`src/rtl/memory_resp_demux_if.sv`:
```
// ============================================================================
//  Module      : memory_resp_demux_if
//  Description : Bundle between the memory unit, the six requester FSMs and
//                the response demux. The master side drives the select,
//                execute strobe and memory completion; the slave side (the
//                demux) returns the routed completion pulses and status.
//  Revision    : 1.0 - initial release
// ============================================================================
`default_nettype none

interface memory_resp_demux_if #(
    parameter int DATA_WIDTH = 64
);
    logic [2:0]            sel;
    logic                  execute;
    logic                  mem_finished;
    logic [DATA_WIDTH-1:0] mem_read_data;
    logic [DATA_WIDTH-1:0] read_data;
    logic                  finished_a;
    logic                  finished_b;
    logic                  finished_c;
    logic                  finished_d;
    logic                  finished_e;
    logic                  finished_f;
    logic                  busy;
    logic [2:0]            owner;
    logic                  stray_err;
    logic                  sel_err;
    logic                  timeout;

    modport master (
        output sel, execute, mem_finished, mem_read_data,
        input  read_data, finished_a, finished_b, finished_c, finished_d,
               finished_e, finished_f, busy, owner, stray_err, sel_err, timeout
    );

    modport slave (
        input  sel, execute, mem_finished, mem_read_data,
        output read_data, finished_a, finished_b, finished_c, finished_d,
               finished_e, finished_f, busy, owner, stray_err, sel_err, timeout
    );
endinterface

`default_nettype wire

```
`src/rtl/memory_resp_demux.sv`:
```
// ============================================================================
//  Module      : memory_resp_demux
//  Description : Return-path demux for the memory unit. Latches the requester
//                select at the execute that starts a transaction and routes
//                the completion pulse and read data back to that requester
//                only, regardless of later select changes.
//  Options     : define RESP_TIMEOUT_EN to abort a WAIT lasting TIMEOUT_CYCLES
//  Revision    : 1.0 - initial release
// ============================================================================
`default_nettype none

module memory_resp_demux #(
    parameter int DATA_WIDTH     = 64,
    parameter int TIMEOUT_CYCLES = 255
) (
    input  wire logic           clk,
    input  wire logic           rst,
    memory_resp_demux_if.slave  bus
);

    // Requester select codes; a=TRAVERSAL .. f=EDIT follow this order.
    localparam logic [2:0] MUX_TRAVERSAL = 3'd0;
    localparam logic [2:0] MUX_EXECUTE   = 3'd1;
    localparam logic [2:0] MUX_CELL      = 3'd2;
    localparam logic [2:0] MUX_INCR      = 3'd3;
    localparam logic [2:0] MUX_EQUAL     = 3'd4;
    localparam logic [2:0] MUX_EDIT      = 3'd5;

    typedef enum logic [1:0] {
        S_IDLE = 2'd0,
        S_WAIT = 2'd1,
        S_DONE = 2'd2
    } state_t;

    // Catch an out-of-range timeout at elaboration rather than in silicon.
    generate
        if (TIMEOUT_CYCLES < 1 || TIMEOUT_CYCLES > 65535) begin : g_timeout_range_err
            $error("memory_resp_demux: TIMEOUT_CYCLES must be in 1..65535");
        end
    endgenerate

    state_t                state;
    logic [DATA_WIDTH-1:0] read_data_q;
    logic [5:0]            finished_q;
    logic                  busy_q;
    logic [2:0]            owner_q;
    logic                  stray_err_q;
    logic                  sel_err_q;
    logic                  sel_defined;

`ifdef RESP_TIMEOUT_EN
    localparam logic [15:0] TIMEOUT_LIMIT = 16'(TIMEOUT_CYCLES - 1);
    logic [15:0] wait_count;
    logic        timeout_q;
`endif

    // Codes 6 and 7 have no requester behind them.
    assign sel_defined = (bus.sel <= MUX_EDIT);

    // Transaction FSM: ownership capture, completion routing and error flags.
    always_ff @(posedge clk) begin
        if (rst) begin
            state       <= S_IDLE;
            read_data_q <= '0;
            finished_q  <= '0;
            busy_q      <= 1'b0;
            owner_q     <= 3'b000;
            stray_err_q <= 1'b0;
            sel_err_q   <= 1'b0;
`ifdef RESP_TIMEOUT_EN
            wait_count  <= '0;
            timeout_q   <= 1'b0;
`endif
        end else begin
            // Pulses last a single cycle unless re-armed below.
            finished_q <= '0;
`ifdef RESP_TIMEOUT_EN
            timeout_q  <= 1'b0;
`endif
            case (state)
                S_IDLE: begin
                    // A completion with nothing outstanding is flagged, but a
                    // simultaneous execute is still accepted.
                    if (bus.mem_finished) begin
                        stray_err_q <= 1'b1;
                    end
                    if (bus.execute) begin
                        if (sel_defined) begin
                            owner_q <= bus.sel;
                            busy_q  <= 1'b1;
                            state   <= S_WAIT;
`ifdef RESP_TIMEOUT_EN
                            wait_count <= '0;
`endif
                        end else begin
                            sel_err_q <= 1'b1;
                        end
                    end
                end

                S_WAIT: begin
                    // sel/execute are ignored here so ownership cannot move.
                    if (bus.mem_finished) begin
                        read_data_q <= bus.mem_read_data;
                        finished_q  <= 6'd1 << owner_q;
                        state       <= S_DONE;
`ifdef RESP_TIMEOUT_EN
                    end else if (wait_count == TIMEOUT_LIMIT) begin
                        timeout_q <= 1'b1;
                        busy_q    <= 1'b0;
                        state     <= S_IDLE;
                    end else if (wait_count != 16'hFFFF) begin
                        wait_count <= wait_count + 16'd1;
`endif
                    end
                end

                S_DONE: begin
                    // Completion pulse is visible this cycle; execute here is
                    // dropped and must be re-issued from IDLE.
                    busy_q <= 1'b0;
                    state  <= S_IDLE;
                    if (bus.mem_finished) begin
                        stray_err_q <= 1'b1;
                    end
                end

                default: begin
                    state  <= S_IDLE;
                    busy_q <= 1'b0;
                end
            endcase
        end
    end

    assign bus.read_data  = read_data_q;
    assign bus.finished_a = finished_q[MUX_TRAVERSAL];
    assign bus.finished_b = finished_q[MUX_EXECUTE];
    assign bus.finished_c = finished_q[MUX_CELL];
    assign bus.finished_d = finished_q[MUX_INCR];
    assign bus.finished_e = finished_q[MUX_EQUAL];
    assign bus.finished_f = finished_q[MUX_EDIT];
    assign bus.busy       = busy_q;
    assign bus.owner      = owner_q;
    assign bus.stray_err  = stray_err_q;
    assign bus.sel_err    = sel_err_q;
`ifdef RESP_TIMEOUT_EN
    assign bus.timeout    = timeout_q;
`else
    assign bus.timeout    = 1'b0;
`endif

endmodule

`default_nettype wire

```
`src/flat_wrapper.sv`:
```
// flat-port wrapper written by rule: the top's interface ports become plain ports
module memory_resp_demux_flat 
#(
    parameter int DATA_WIDTH     = 64,
    parameter int TIMEOUT_CYCLES = 255
)
  (clk, rst, bus_sel, bus_execute, bus_mem_finished, bus_mem_read_data, bus_read_data, bus_finished_a, bus_finished_b, bus_finished_c, bus_finished_d, bus_finished_e, bus_finished_f, bus_busy, bus_owner, bus_stray_err, bus_sel_err, bus_timeout);
  memory_resp_demux_if #(.DATA_WIDTH(DATA_WIDTH)) bus_i ();
  input  wire logic clk;
  input  wire logic rst;
  input wire logic [$bits(bus_i.sel)-1:0] bus_sel;
  input wire logic [$bits(bus_i.execute)-1:0] bus_execute;
  input wire logic [$bits(bus_i.mem_finished)-1:0] bus_mem_finished;
  input wire logic [$bits(bus_i.mem_read_data)-1:0] bus_mem_read_data;
  output wire logic [$bits(bus_i.read_data)-1:0] bus_read_data;
  output wire logic [$bits(bus_i.finished_a)-1:0] bus_finished_a;
  output wire logic [$bits(bus_i.finished_b)-1:0] bus_finished_b;
  output wire logic [$bits(bus_i.finished_c)-1:0] bus_finished_c;
  output wire logic [$bits(bus_i.finished_d)-1:0] bus_finished_d;
  output wire logic [$bits(bus_i.finished_e)-1:0] bus_finished_e;
  output wire logic [$bits(bus_i.finished_f)-1:0] bus_finished_f;
  output wire logic [$bits(bus_i.busy)-1:0] bus_busy;
  output wire logic [$bits(bus_i.owner)-1:0] bus_owner;
  output wire logic [$bits(bus_i.stray_err)-1:0] bus_stray_err;
  output wire logic [$bits(bus_i.sel_err)-1:0] bus_sel_err;
  output wire logic [$bits(bus_i.timeout)-1:0] bus_timeout;
  assign bus_i.sel = bus_sel;
  assign bus_i.execute = bus_execute;
  assign bus_i.mem_finished = bus_mem_finished;
  assign bus_i.mem_read_data = bus_mem_read_data;
  assign bus_read_data = bus_i.read_data;
  assign bus_finished_a = bus_i.finished_a;
  assign bus_finished_b = bus_i.finished_b;
  assign bus_finished_c = bus_i.finished_c;
  assign bus_finished_d = bus_i.finished_d;
  assign bus_finished_e = bus_i.finished_e;
  assign bus_finished_f = bus_i.finished_f;
  assign bus_busy = bus_i.busy;
  assign bus_owner = bus_i.owner;
  assign bus_stray_err = bus_i.stray_err;
  assign bus_sel_err = bus_i.sel_err;
  assign bus_timeout = bus_i.timeout;
  memory_resp_demux #(.DATA_WIDTH(DATA_WIDTH), .TIMEOUT_CYCLES(TIMEOUT_CYCLES)) u_core (.clk(clk), .rst(rst), .bus(bus_i));
endmodule
```
`config.mk`:
```
export PLATFORM = sky130hd
export DESIGN_NAME = memory_resp_demux_flat
export DESIGN_NICKNAME = d
export VERILOG_FILES = /design/src/rtl/memory_resp_demux_if.sv /design/src/rtl/memory_resp_demux.sv /design/src/flat_wrapper.sv
export SDC_FILE = /design/constraint.sdc
export NUM_CORES = 1
export LEC_CHECK = 0
export CORE_AREA = 5 5 91 93
export CTS_CLUSTER_SIZE = 16
export DETAILED_ROUTE_END_ITERATION = 6
export DIE_AREA = 0 0 96 98
export PLACE_DENSITY = 0.77
export REMOVE_ABC_BUFFERS = 1
export SLEW_MARGIN = 30
export SYNTH_ARGS = -nofsm -noshare
export SYNTH_HDL_FRONTEND = slang
export SYNTH_SLANG_ARGS = --single-unit
export TNS_END_PERCENT = 30
```
`constraint.sdc`:
```
create_clock -name clk -period 2.6 [get_ports clk]
set_input_delay 0.26 -clock clk [delete_from_list [all_inputs] [get_ports clk]]
set_output_delay 0.26 -clock clk [all_outputs]
set_load 0.005 [all_outputs]
```
==> metrics.csv, run 1 <==
metric,value,unit
regToRegSetupSlack,1200,ps
viasPerCell,4.54,
start_util,36.1,%
tns,0,ps
power-per-cell-area,531,nW/um^2
clkPwrFrac,32.2,%
nFillCells,690,
dp_cells,561,
slowest_delay,560,ps
cts_inserted_buffers,9,
fmax,626,MHz
first_global_vias,2534,
switching_share,22.6,%
min_from,rst,
setup_violations,0,
crit_buf_inv,1,
drv_slew,0,
ant_nets,0,
ir_worst_vdd,0.321,mV
rr_worst_depth,4,
status,"complete, no violations",
mostFrequentLayoutCells,"145 x clkdlybuf4s50_1, 133 x nand2_1, 78 x dfxtp_1",
worstReg2RegEnd,u_core.bus.read_data[36],
cts_resized,0,
overflow,0,
gp_congestion,0.729,
grt_pass1_wl,12100,um
leakagePower,1.51,nW
ys_types,19,
period_needed,1600,ps
crit_family,buffers and inverters,
maxCapViolations,0,
cp.arrival,1340,ps
cts.sinks,78,
syn-mean-instance-area,8.14,sq um
path_max_fanout,7,
combPwrFrac,13.3,%
fin_skew,6.76,ps
postRouteWirelength,7480,um
dpl.hpwl,5610,um
tightest_slew,655,ps
seq_area_frac_synth,58.1,%
syn_inst,330,
ys_warn_count,0,
final_common_cell,clkdlybuf4s50_1,
die_area,9410,sq um
multi_input_area,991,sq um
clk_pin_slew,70,ps
regArea,1560,sq um
hold_path_end,u_core.bus.stray_err,
portBuffers,146,
first_iter_violations,80,
ios,148,
row_count,32,
hp-class,in2reg,
cp-start-kind,register,
post_cts_buffers,0,
htreeDepth,3,
min_path_cells,2,
end_kind,output pin,
drive_above_1_share,4.23,%
cts_hold_buf,0,
antenna_found_initial,0,
p_int,0.00179,W
first_pass_iters,4,
rsz0062_at_grt,false,
hold_viol_final,0,
path_class,reg2out,
nNetsFinal,541,
antennaDiodeCount,0,
grt_use_total,16.2,%
num_vias,2609,
drc_errors,0,
coreArea,7450,sq um
finalNonFillerCells,575,
cts_buffer_depth,2,
rr_startpoint,u_core.state[0],
fp.dieH,98,um
wire_per_inst,13.0,um
area_growth,62.2,%
root_buffer,clkbuf_8,
p_sw,0.000523,W
fin_crit_sh,61.4,%
cp_data_required_time,2340,ps
die_x,96,um
seqPwrFrac,54.5,%
ys_ff_latch,78,
slew-limit-headroom,56.4,%
synth_area,2690,sq um
cts_tree,done,
worstPathCellList,clkdlybuf4s50_1,
slowest_stage,clkdlybuf4s50_1,
clk-insertion-delay-late,320,ps
grt_max_degree,47,
## sequential cells by signal, indices dropped and copies added, names as in the netlist
signal	count
u_core.bus.read_data	64
u_core.bus.stray_err	1
u_core.finished_q	6
u_core.bus.sel_err	1
u_core.state	2
u_core.bus.owner	3
u_core.bus.busy	1
## cell usage after synthesis
cell type,n,share of area [%]
nor3b_1,1,0.28
clkbuf_1,8,1.1
a21oi_1,67,12
mux2i_1,1,0.37
buf_4,9,2.5
buf_2,6,1.1
conb_1,1,0.14
nand3b_1,1,0.28
inv_1,2,0.28
nor4b_1,2,0.65
nor2_1,8,1.1
nor4_1,2,0.47
nor3_1,4,0.75
and3b_1,1,0.33
a31oi_1,1,0.23
nand2_1,133,19
nand2b_1,4,0.93
or3_1,1,0.23
dfxtp_1,78,58
## logic make-up after synthesis
kind of cell | share of synthesized area [%]
compound gates | 12.7
buf+inv | 5.03
flops | 58.1
mux | 0.373
other cells | 0.140
simple gates | 23.6
## per-stage QoR
| stage | util, % | power, W | area, sq um | worst slack (ps) | hold WS [ps] |
|---|---|---|---|---|---|
| detailed placement | 56.4 | 0.00160 | 4200 | 813 | 446 |
| floorplan | - | 0.00136 | 2560 | 418 | 329 |
| CTS | 58.5 | 0.00235 | 4360 | 981 | 424 |
| finish | 58.5 | 0.00231 | 4360 | 1000 | 443 |
| global placement | 56.4 | 0.00159 | 4200 | 879 | 441 |
| global route | 58.5 | 0.00245 | 4360 | 931 | 463 |
## power groups by stage
stage | registers [W] | logic, W | clock network, W
CTS | 0.00126 | 0.000312 | 0.000778
detailed placement | 0.00129 | 0.000310 | 0
floorplan | 0.00129 | 0.0000744 | 0
global placement | 0.00129 | 0.000305 | 0
global route | 0.00127 | 0.000336 | 0.000848
finish | 0.00126 | 0.000307 | 0.000744
## metal layers
layer  global-route usage, %  vias to the layer above  wire length, um
met4                    6.46                        0              125
li1                        -                     1332                -
met5                       0                        -                0
met2                    27.7                       87             3810
met1                    17.9                     1178             2910
met3                    6.01                       12              631
## final cells by class
| cell class | count | area share [%] |
|---|---|---|
| repair buffers | 152 | 34.8 |
| inverters | 2 | 0.172 |
| multi-input cells | 227 | 22.7 |
| well taps | 102 | 2.93 |
| flip-flops and latches | 78 | 35.8 |
| clock inverters | 2 | 0.230 |
| clock buffers | 12 | 3.33 |
## worst max path at each step
stage                                   start  slack [ps]  cells after the start                  endpoint
after CTS                 u_core.bus.owner[2]         980                      1              bus_owner[2]
final                     u_core.bus.owner[2]        1000                      1              bus_owner[2]
after floorplan               u_core.state[1]         420                      2      u_core.finished_q[2]
after detailed placement     bus_mem_finished         810                      5  u_core.bus.read_data[17]
after global routing      u_core.bus.owner[2]         930                      1              bus_owner[2]
after global placement       bus_mem_finished         880                      5   u_core.bus.read_data[8]
Power figures use the tool's default switching activity.
==> run 2, diff against run 1 <==
CORE_AREA = 5 5 94 96   (was 5 5 91 93)
DIE_AREA = 0 0 99 101   (was 0 0 96 98)
PLACE_DENSITY = 0.75   (was 0.77)
clock period = 1.4 ns   (was 2.6 ns; I/O delays follow)
==> run 2 against run 1 <==
Effect of this change:
- utilization is 1.8 points lower
- die area is 6.3% higher
- via count is 0.42% higher
- count of clock-buffer cells in the layout is 1 lower
- power is 110% higher
- final area is 3.7% higher
- first-iteration DRC count is 3.8% lower
- largest power group unchanged
==> metrics.csv, run 2 (synthesized netlist as in run 1, its figures left out) <==
metric,value,unit,change
status,"complete, no violations",,unchanged
first_pass_iters,4,,unchanged
drv_slew,0,,unchanged
die_area,10000,sq um,was 9410 sq um
first_global_vias,2635,,was 2534
overflow,0,,unchanged
coreArea,7970,sq um,was 7450 sq um
fin_hold_ws,209,ps,was 443 ps
crit_buf_inv,1,,unchanged
wire_per_inst,13.3,um,was 13.0 um
start_util,33.7,%,was 36.1%
num_vias,2620,,was 2609
worstPathCellList,clkdlybuf4s50_1,,unchanged
antenna_found_initial,0,,unchanged
tns,0,ps,unchanged
slowest_stage,clkdlybuf4s50_1,,unchanged
grt_max_degree,39,,was 47
end_kind,output pin,,unchanged
final_common_cell,clkdlybuf4s50_1,,unchanged
grt_pass1_wl,12400,um,was 12100 um
crit_family,buffers and inverters,,unchanged
clk_pin_slew,80,ps,was 70 ps
cts.sinks,78,,unchanged
cp.arrival,1200,ps,was 1340 ps
first_iter_violations,77,,was 80
clk-insertion-delay-late,350,ps,was 320 ps
fin_crit_sh,95.9,%,
place_area,4250,sq um,was 4200 sq um
cp-start-kind,register,,unchanged
period_needed,1340,ps,
rsz0062_at_grt,false,,unchanged
cts_tree,done,,unchanged
ios,148,,unchanged
postRouteWirelength,7740,um,was 7480 um
grt_use_total,15.4,%,was 16.2%
ir_worst_vdd,0.678,mV,was 0.321 mV
post_cts_buffers,0,,unchanged
nNetsFinal,544,,was 541
portBuffers,146,,unchanged
cp_data_required_time,1260,ps,was 2340 ps
setup_violations,0,,unchanged
largest_reg_flops,64,,unchanged
path_max_fanout,2,,was 7
die_x,99,um,was 96 um
slowest_delay,520,ps,was 560 ps
utilization,56.7,%,was 58.5%
leakagePower,1.71,nW,was 1.51 nW
power-per-cell-area,1090,nW/um^2,was 531 nW/um^2
gp_congestion,0.735,,was 0.729
maxCapViolations,0,,unchanged
cts_inserted_buffers,9,,unchanged
fmax,745,MHz,
design_area,4520,sq um,was 4360 sq um
root_buffer,clkbuf_8,,unchanged
drive_above_1_share,5.87,%,was 4.23%
hp-class,in2reg,,unchanged
fp.dieH,101,um,was 98 um
mostFrequentLayoutCells,"137 x clkdlybuf4s50_1, 133 x nand2_1, 75 x dfxtp_1",,"was 145 x clkdlybuf4s50_1, 133 x nand2_1, 78 x dfxtp_1"
area_growth,68.2,%,was 62.2%
dpl.hpwl,5670,um,was 5610 um
viasPerCell,4.50,,was 4.54
row_count,33,,was 32
cts_buffer_depth,2,,unchanged
htreeDepth,3,,unchanged
path_class,reg2out,,unchanged
fin_skew,11.9,ps,was 6.76 ps
hold_viol_final,0,,unchanged
ant_nets,0,,unchanged
drc_errors,0,,unchanged
antennaDiodeCount,0,,unchanged
[run 2: changes by cell type in the layout (fill, tap and decap cells not counted)]
cell             previous run  this run
dfxtp_2                     0         1
clkinv_2                    2         1
buf_4                       5         6
dfxtp_1                    78        75
clkdlybuf4s50_1           145       137
dfxtp_4                     0         2
bufinv_16                   0         3
buf_12                      1         3
clkbuf_1                    2         1
dlymetal6s2s_1              0         8
[run 2: timing repair]
item,4_1_cts,5_1_grt
resized for setup,4,9
hold buffers,0,0
setup endpoints to repair,3,8
[run 2: worst paths after layout]
check / start / end / slack, ps / depth (start not counted)
setup / recovery: u_core.bus.read_data[17] / bus_read_data[17] / 60 / 1
setup reg to reg: u_core.state[1] / u_core.bus.read_data[60] / 140 / 4
hold / removal: rst / u_core.bus.sel_err / 210 / 2
hold reg to reg: u_core.bus.owner[0] / u_core.finished_q[2] / 450 / 1
[run 2: area by class of cell]
type	instances	area, sq um
multi-input cells	227	991
repair buffers	155	1580
clock buffers	11	141
clock inverters	4	95.1
well taps	105	131
inverters	2	7.51
fillers	716	3450
flip-flops and latches	78	1570
[run 2: per-stage QoR]
stage | cells | total power (W) | setup WS (ps)
finish | 582 | 0.00493 | 57.0
global placement | 567 | 0.00297 | 37.6
CTS | 582 | 0.00500 | 1.82
floorplan | 307 | 0.00253 | -782
detailed placement | 567 | 0.00298 | -20.2
global route | 582 | 0.00515 | 0.187
[run 2: routing by layer]
| layer | GRT usage (%) | vias to the layer above | part of all wire (%) | wire length [um] |
|---|---|---|---|---|
| met3 | 6.57 | 9 | 9.2 | 711 |
| met1 | 15.8 | 1182 | 38 | 2940 |
| met2 | 27.8 | 83 | 51 | 3980 |
| li1 | - | 1346 | - | - |
| met4 | 5.78 | 0 | 1.4 | 110 |
| met5 | 0 | - | 0 | 0 |
[run 2: worst reg2reg max path: stages (launching register included)]
cell	delay, ps
dfxtp_1	430
nand3b_1	190
buf_4	320
nand2_1	110
a21oi_1	150
[run 2: power by group]
part,total [W],switching (W),internal [W]
Combinational,0.000584,0.000218,0.000366
Sequential,0.00234,0.0000449,0.00229
Clock,0.00200,0.000782,0.00122
Total,0.00493,0.00104,0.00388
